[config.mk]
export PLATFORM = sky130hd
export DESIGN_NAME = br_rs
export DESIGN_NICKNAME = d
export VERILOG_FILES = /design/src/rtl/br_rs.sv
export SDC_FILE = /design/constraint.sdc
export NUM_CORES = 1
export LEC_CHECK = 0
export BUFFER_PORTS_ARGS = -buffer_cell sky130_fd_sc_hd__clkbuf_2
export CAP_MARGIN = 20
export CORE_ASPECT_RATIO = 1.75
export CORE_UTILIZATION = 25
export DETAILED_ROUTE_END_ITERATION = 8
export GPL_ROUTABILITY_DRIVEN = 0
export PLACE_DENSITY = 0.52
export SYNTH_ARGS = -nofsm -noshare
export SYNTH_HDL_FRONTEND = slang
export SYNTH_SLANG_ARGS = --single-unit
[constraint.sdc]
create_clock -name clk -period 9.3 [get_ports clk]
set_clock_uncertainty 0.15 [all_clocks]
set_input_delay 1.86 -clock clk [delete_from_list [all_inputs] [get_ports clk]]
set_output_delay 1.86 -clock clk [all_outputs]
set_load 0.01 [all_outputs]
[src/rtl/br_rs.sv]
// Branch reservation station: holds dispatched branches until regA is ready,
// then issues the oldest ready entry to the branch ALU with one-cycle latency.
module br_rs #(
    parameter int unsigned RS_NUM    = 4,
    parameter int unsigned PRF_IDX_W = 6,
    parameter int unsigned ROB_IDX_W = 5
) (
    input  logic                 clk,
    input  logic                 rst,
    input  logic                 dispatch_en_i,
    input  logic [63:0]          dispatch_npc_i,
    input  logic [31:0]          dispatch_inst_i,
    input  logic [PRF_IDX_W-1:0] dispatch_opa_tag_i,
    input  logic                 dispatch_opa_rdy_i,
    input  logic [63:0]          dispatch_opa_i,
    input  logic [ROB_IDX_W-1:0] dispatch_rob_idx_i,
    input  logic                 cdb_valid_i,
    input  logic [PRF_IDX_W-1:0] cdb_tag_i,
    input  logic [63:0]          cdb_value_i,
    input  logic                 flush_i,
    output logic                 full_o,
    output logic                 start_o,
    output logic [63:0]          npc_o,
    output logic [63:0]          opa_o,
    output logic [31:0]          inst_o,
    output logic [ROB_IDX_W-1:0] rob_idx_o
);

    localparam int unsigned RANK_W = (RS_NUM > 1) ? $clog2(RS_NUM) : 1;
    localparam int unsigned CNT_W  = $clog2(RS_NUM + 1);

    logic                 r_valid [RS_NUM];
    logic                 r_rdy   [RS_NUM];
    logic [63:0]          r_npc   [RS_NUM];
    logic [31:0]          r_inst  [RS_NUM];
    logic [ROB_IDX_W-1:0] r_rob   [RS_NUM];
    logic [PRF_IDX_W-1:0] r_tag   [RS_NUM];
    logic [63:0]          r_opa   [RS_NUM];
    logic [RANK_W-1:0]    r_rank  [RS_NUM];
    logic                 r_full;

    logic                 w_issue_vld;
    logic [RANK_W-1:0]    w_issue_idx;
    logic [RANK_W-1:0]    w_issue_rank;
    logic                 w_free_vld;
    logic [RANK_W-1:0]    w_free_idx;
    logic                 w_disp_fire;
    logic [CNT_W-1:0]     w_cnt;
    logic [RANK_W-1:0]    w_new_rank;
    logic                 w_byp;
    logic                 w_full_nxt;

    // Oldest ready entry: rank 0 is the oldest valid entry.
    always_comb begin
        w_issue_vld  = 1'b0;
        w_issue_idx  = '0;
        w_issue_rank = '0;
        for (int i = 0; i < RS_NUM; i++) begin
            if (r_valid[i] && r_rdy[i] && (!w_issue_vld || (r_rank[i] < w_issue_rank))) begin
                w_issue_vld  = 1'b1;
                w_issue_idx  = RANK_W'(i);
                w_issue_rank = r_rank[i];
            end
        end
    end

    // Lowest free slot, valid count and next-cycle occupancy.
    always_comb begin
        w_free_vld = 1'b0;
        w_free_idx = '0;
        w_cnt      = '0;
        for (int i = 0; i < RS_NUM; i++) begin
            w_cnt = w_cnt + CNT_W'(r_valid[i]);
            if (!r_valid[i] && !w_free_vld) begin
                w_free_vld = 1'b1;
                w_free_idx = RANK_W'(i);
            end
        end
        w_disp_fire = dispatch_en_i && !r_full && w_free_vld;
        w_new_rank  = RANK_W'(w_cnt - CNT_W'(w_issue_vld));
        w_byp       = cdb_valid_i && (cdb_tag_i == dispatch_opa_tag_i);
        w_full_nxt  = 1'b1;
        for (int i = 0; i < RS_NUM; i++) begin
            if (!((r_valid[i] && !(w_issue_vld && (w_issue_idx == RANK_W'(i)))) ||
                  (w_disp_fire && (w_free_idx == RANK_W'(i))))) begin
                w_full_nxt = 1'b0;
            end
        end
    end

    always_ff @(posedge clk) begin
        if (rst) begin
            for (int i = 0; i < RS_NUM; i++) begin
                r_valid[i] <= 1'b0;
            end
            r_full    <= 1'b0;
            start_o   <= 1'b0;
            npc_o     <= '0;
            opa_o     <= '0;
            inst_o    <= '0;
            rob_idx_o <= '0;
        end else if (flush_i) begin
            for (int i = 0; i < RS_NUM; i++) begin
                r_valid[i] <= 1'b0;
            end
            r_full  <= 1'b0;
            start_o <= 1'b0;
        end else begin
            r_full  <= w_full_nxt;
            start_o <= w_issue_vld;
            if (w_issue_vld) begin
                npc_o     <= r_npc[w_issue_idx];
                opa_o     <= r_opa[w_issue_idx];
                inst_o    <= r_inst[w_issue_idx];
                rob_idx_o <= r_rob[w_issue_idx];
            end
            for (int i = 0; i < RS_NUM; i++) begin
                if (w_issue_vld && (w_issue_idx == RANK_W'(i))) begin
                    r_valid[i] <= 1'b0;
                end else if (r_valid[i] && !r_rdy[i] && cdb_valid_i && (cdb_tag_i == r_tag[i])) begin
                    r_rdy[i] <= 1'b1;
                    r_opa[i] <= cdb_value_i;
                end
                // Close the gap left by the issued entry so ranks stay contiguous.
                if (w_issue_vld && r_valid[i] && (r_rank[i] > w_issue_rank)) begin
                    r_rank[i] <= r_rank[i] - RANK_W'(1);
                end
                if (w_disp_fire && (w_free_idx == RANK_W'(i))) begin
                    r_valid[i] <= 1'b1;
                    r_npc[i]   <= dispatch_npc_i;
                    r_inst[i]  <= dispatch_inst_i;
                    r_rob[i]   <= dispatch_rob_idx_i;
                    r_tag[i]   <= dispatch_opa_tag_i;
                    r_rdy[i]   <= dispatch_opa_rdy_i || w_byp;
                    r_opa[i]   <= dispatch_opa_rdy_i ? dispatch_opa_i : cdb_value_i;
                    r_rank[i]  <= w_new_rank;
                end
            end
        end
    end

    assign full_o = r_full;

endmodule
==> flow_summary_export.csv <==
group,metric,value,unit
detailed_routing,drtIter0Drc,1071,
cells_and_area,fin_nets,3278,
worst_setup_path,cp-end-kind,"register",
clock_network,root_buffer,"clkbuf_16",
timing,slew_violations,0,
yosys,synth-edff-count,697,
yosys,synth_area_leaders,"edfxtp_1, dfxtp_1, mux2i_1",
yosys,avgSynthCellArea,13.8,um^2
floorplanning,rows,185,
yosys,synth_cells,2648,
yosys,synthTopCellsByCount,"edfxtp_1, nand2_1, mux2i_1",
timing,period_share,53.8,%
global_routing,grt_pass1_vias,23003,
global_routing,grt_antenna_before_repair,27,
floorplanning,core_area,145000,um^2
outcome,outcome,"finished, final reports clean",
yosys,ys_seq_elements,867,
global_routing,grt_max_degree,165,
placed_design,dp_hpwl,60800,um
worst_setup_path,cp_num_buf_inv,0,
power,power_density,191,nW/um^2
floorplanning,die_h,507,um
floorplanning,initial_core_util,25.2,%
yosys,ys.flop_type,"edfxtp_1",
floorplanning,die_w,291,um
clock_network,cts.sinks,867,
worst_setup_path,cp.required,9.44,ns
clock_network,cts_buffer_depth,3,
detailed_routing,avgRoutedWirePerCell,20.2,um
clock_network,ctsResizeCount,0,
yosys,synthesis.nets,2908,
yosys,synthArstFlopShare,0,%
worst_setup_path,arrival,5.15,ns
worst_setup_path,cp_max_fo,31,
clock_network,postCtsHoldBufs,0,
flow_run,max_cap_viol_count,0,
cells_and_area,final_util,30.2,%
yosys,synth_top_area_share,57.4,%
detailed_routing,avgViaCountPerCell,4.44,
placed_design,post-place-ws,3.57,ns
detailed_routing,vias,22049,
global_routing,grt_pass1_wl,148000,um
clock_network,insertion_delay,0.66,ns
timing,fmax,200,MHz
yosys,yosysWarnings,0,
clock_network,htreeDepth,3,
yosys,yosysMostFrequentCell,"edfxtp_1",
global_routing,overflow,0,
cells_and_area,multi_input_area,10900,um^2
cells_and_area,seq_area,24300,um^2
timing,min_period,5.00,ns
floorplanning,die_area,147000,um^2
worst_setup_path,critical_path_class,"register to register",
timing,rsz0062_at_grt,"no",
timing,setup_slack,4.30,ns
yosys,synth.distinct_cells,48,
worst_setup_path,cp_cell_sequence,"nand3_1, ha_1, nand3b_1, a21oi_2, mux2i_1, a2111oi_0, a221o_1, nand2_4, o21ai_0, ha_1, nand2_1, nand3_1, o21ai_0",
clock_network,clk_pin_slew_worst_paths,0.06,ns
worst_setup_path,critPathMaxStageDelay,0.68,ns
detailed_routing,drt-total-wl,100000,um
clock_network,cts_buffers,88,
clock_network,cts_setup_buffers,0,
timing,hold_viol_final,0,
clock_network,cts_tree,"done",
timing,timing.slew.headroom,28.0,%
timing,tightestPinTransition,1.08,ns
worst_setup_path,crit_slowest_cell,"o21ai_0",
hold_path,hold_path_class,"register to register",
global_routing,grt_usage,13.4,%
yosys,syn-cell-area,36400,um^2
cells_and_area,drive_above_1_share,27.9,%
worst_setup_path,startpoint_type,"register",
timing,setup_viol_count_final,0,
cells_and_area,area_delta_synth_final,19.9,%
timing,final.setup.tns,0,ns
floorplanning,io_pins,414,
power,ir_drop,0.152,mV
placed_design,io_buffers,413,
yosys,yosysTopAreaCell,"edfxtp_1",
cells_and_area,fillCellCount,14586,
worst_setup_path,critPathTopFamily,"compound AO/OA/AOI/OAI gates",
power,power.leakage,16.5,nW
detailed_routing,dr.pass1.iters,5,
yosys,synth.yosys.seq_area_share,66.8,%
detailed_routing,drc_errors,0,
detailed_routing,ant_nets,0,
==> final cells by class <==
cell class / count / area share [%]
multi-input combinational: 1436 / 24.9
clock buffer: 120 / 5.76
timing repair buffer: 445 / 5.41
inverter: 180 / 1.58
antenna: 5 / 0.0286
clock inverter: 45 / 1.29
sequential: 867 / 55.7
tap: 1870 / 5.35
==> layer usage <==
| layer | routed length, um | global-route usage [%] |
|---|---|---|
| met1 | 39300 | 14.5 |
| met2 | 50800 | 24.2 |
| met3 | 7720 | 4.57 |
| met4 | 2320 | 4.36 |
| met5 | 244 | 0 |
==> state kept, by name, summed over array words and instances, names as in the netlist, 4 cells and up <==
register / count
r_inst: 128
r_opa: 256
r_rob: 20
inst_o: 32
r_rank: 8
opa_o: 64
r_npc: 256
npc_o: 64
r_rdy: 4
r_tag: 24
r_valid: 4
rob_idx_o: 5
==> power breakdown <==
group	internal (W)	switching (W)
Sequential	0.00423	0.0000181
Clock	0.00224	0.00154
Combinational	0.000134	0.000191
==> layout by cell type, fill, tap and decap left out, drive strengths merged, types with 2 or more instances in the layout <==
cell	synthesis	layout
bufinv	0	12
diode	0	5
dfxtp	170	170
xor2	18	18
o2111ai	3	3
nand2	358	358
nand3	9	9
nand4	4	4
buf	52	33
edfxtp	697	697
o21ai	11	11
nor2b	5	5
inv	180	184
ha	12	12
a31oi	4	4
o211ai	2	2
clkinv	0	22
mux2i	331	331
a211oi	3	3
a21oi	16	16
nor4	3	3
a311oi	166	166
or2	2	2
mux2	256	256
clkinvlp	0	7
and2	2	2
nor3	9	9
nand2b	2	2
nor2	184	184
clkbuf	113	532
o22ai	2	2
or3	3	3
xnor2	18	18
==> kinds of logic after synthesis <==
family | Yosys count | share of synthesized area, %
buffers and inverters | 345 | 3.75
AND/OR/NAND/NOR | 584 | 6.25
flip-flops | 867 | 66.8
multiplexers | 587 | 17.0
AO/OA/AOI/OAI | 216 | 4.91
adder cells (fa/ha/maj) | 13 | 0.467
XOR/XNOR | 36 | 0.865
==> through the flow <==
stage | instance area (um^2) | std cells | power [W] | hold slack [ns]
after global placement | 40600 | 4798 | 0.00466 | 0.334
after global routing | 43700 | 4964 | 0.00864 | 0.365
final | 43700 | 4968 | 0.00836 | 0.346
after detailed placement | 40600 | 4798 | 0.00467 | 0.342
after CTS | 43700 | 4963 | 0.00850 | 0.350
after floorplan | 36500 | 2648 | 0.00450 | 0.329
==> worst register-to-register path: stages (launching register included) <==
cell       delay (ns)
dfxtp_1          0.51
nand3_1          0.23
ha_1             0.26
nand3b_1         0.21
a21oi_2          0.31
mux2i_1          0.15
a2111oi_0        0.39
a221o_1          0.32
nand2_4          0.44
o21ai_0          0.69
ha_1             0.36
nand2_1          0.07
nand3_1          0.07
o21ai_0          0.47
==> final timing paths <==
check                                        startpoint                     end  slack [ns]  cells after the start
worst max-delay path            r_valid[0]$_SDFFE_PP0P_  r_rank[2][0]$_DFFE_PP_        4.30                     13
worst min-delay path             opa_o[61]$_SDFFE_PP0P_  opa_o[61]$_SDFFE_PP0P_        0.35                      2
worst max register to register  r_valid[0]$_SDFFE_PP0P_  r_rank[2][0]$_DFFE_PP_        4.30                     13
worst min register to register   opa_o[61]$_SDFFE_PP0P_  opa_o[61]$_SDFFE_PP0P_        0.35                      2
Note: power is estimated with default switching activity, not from simulation.
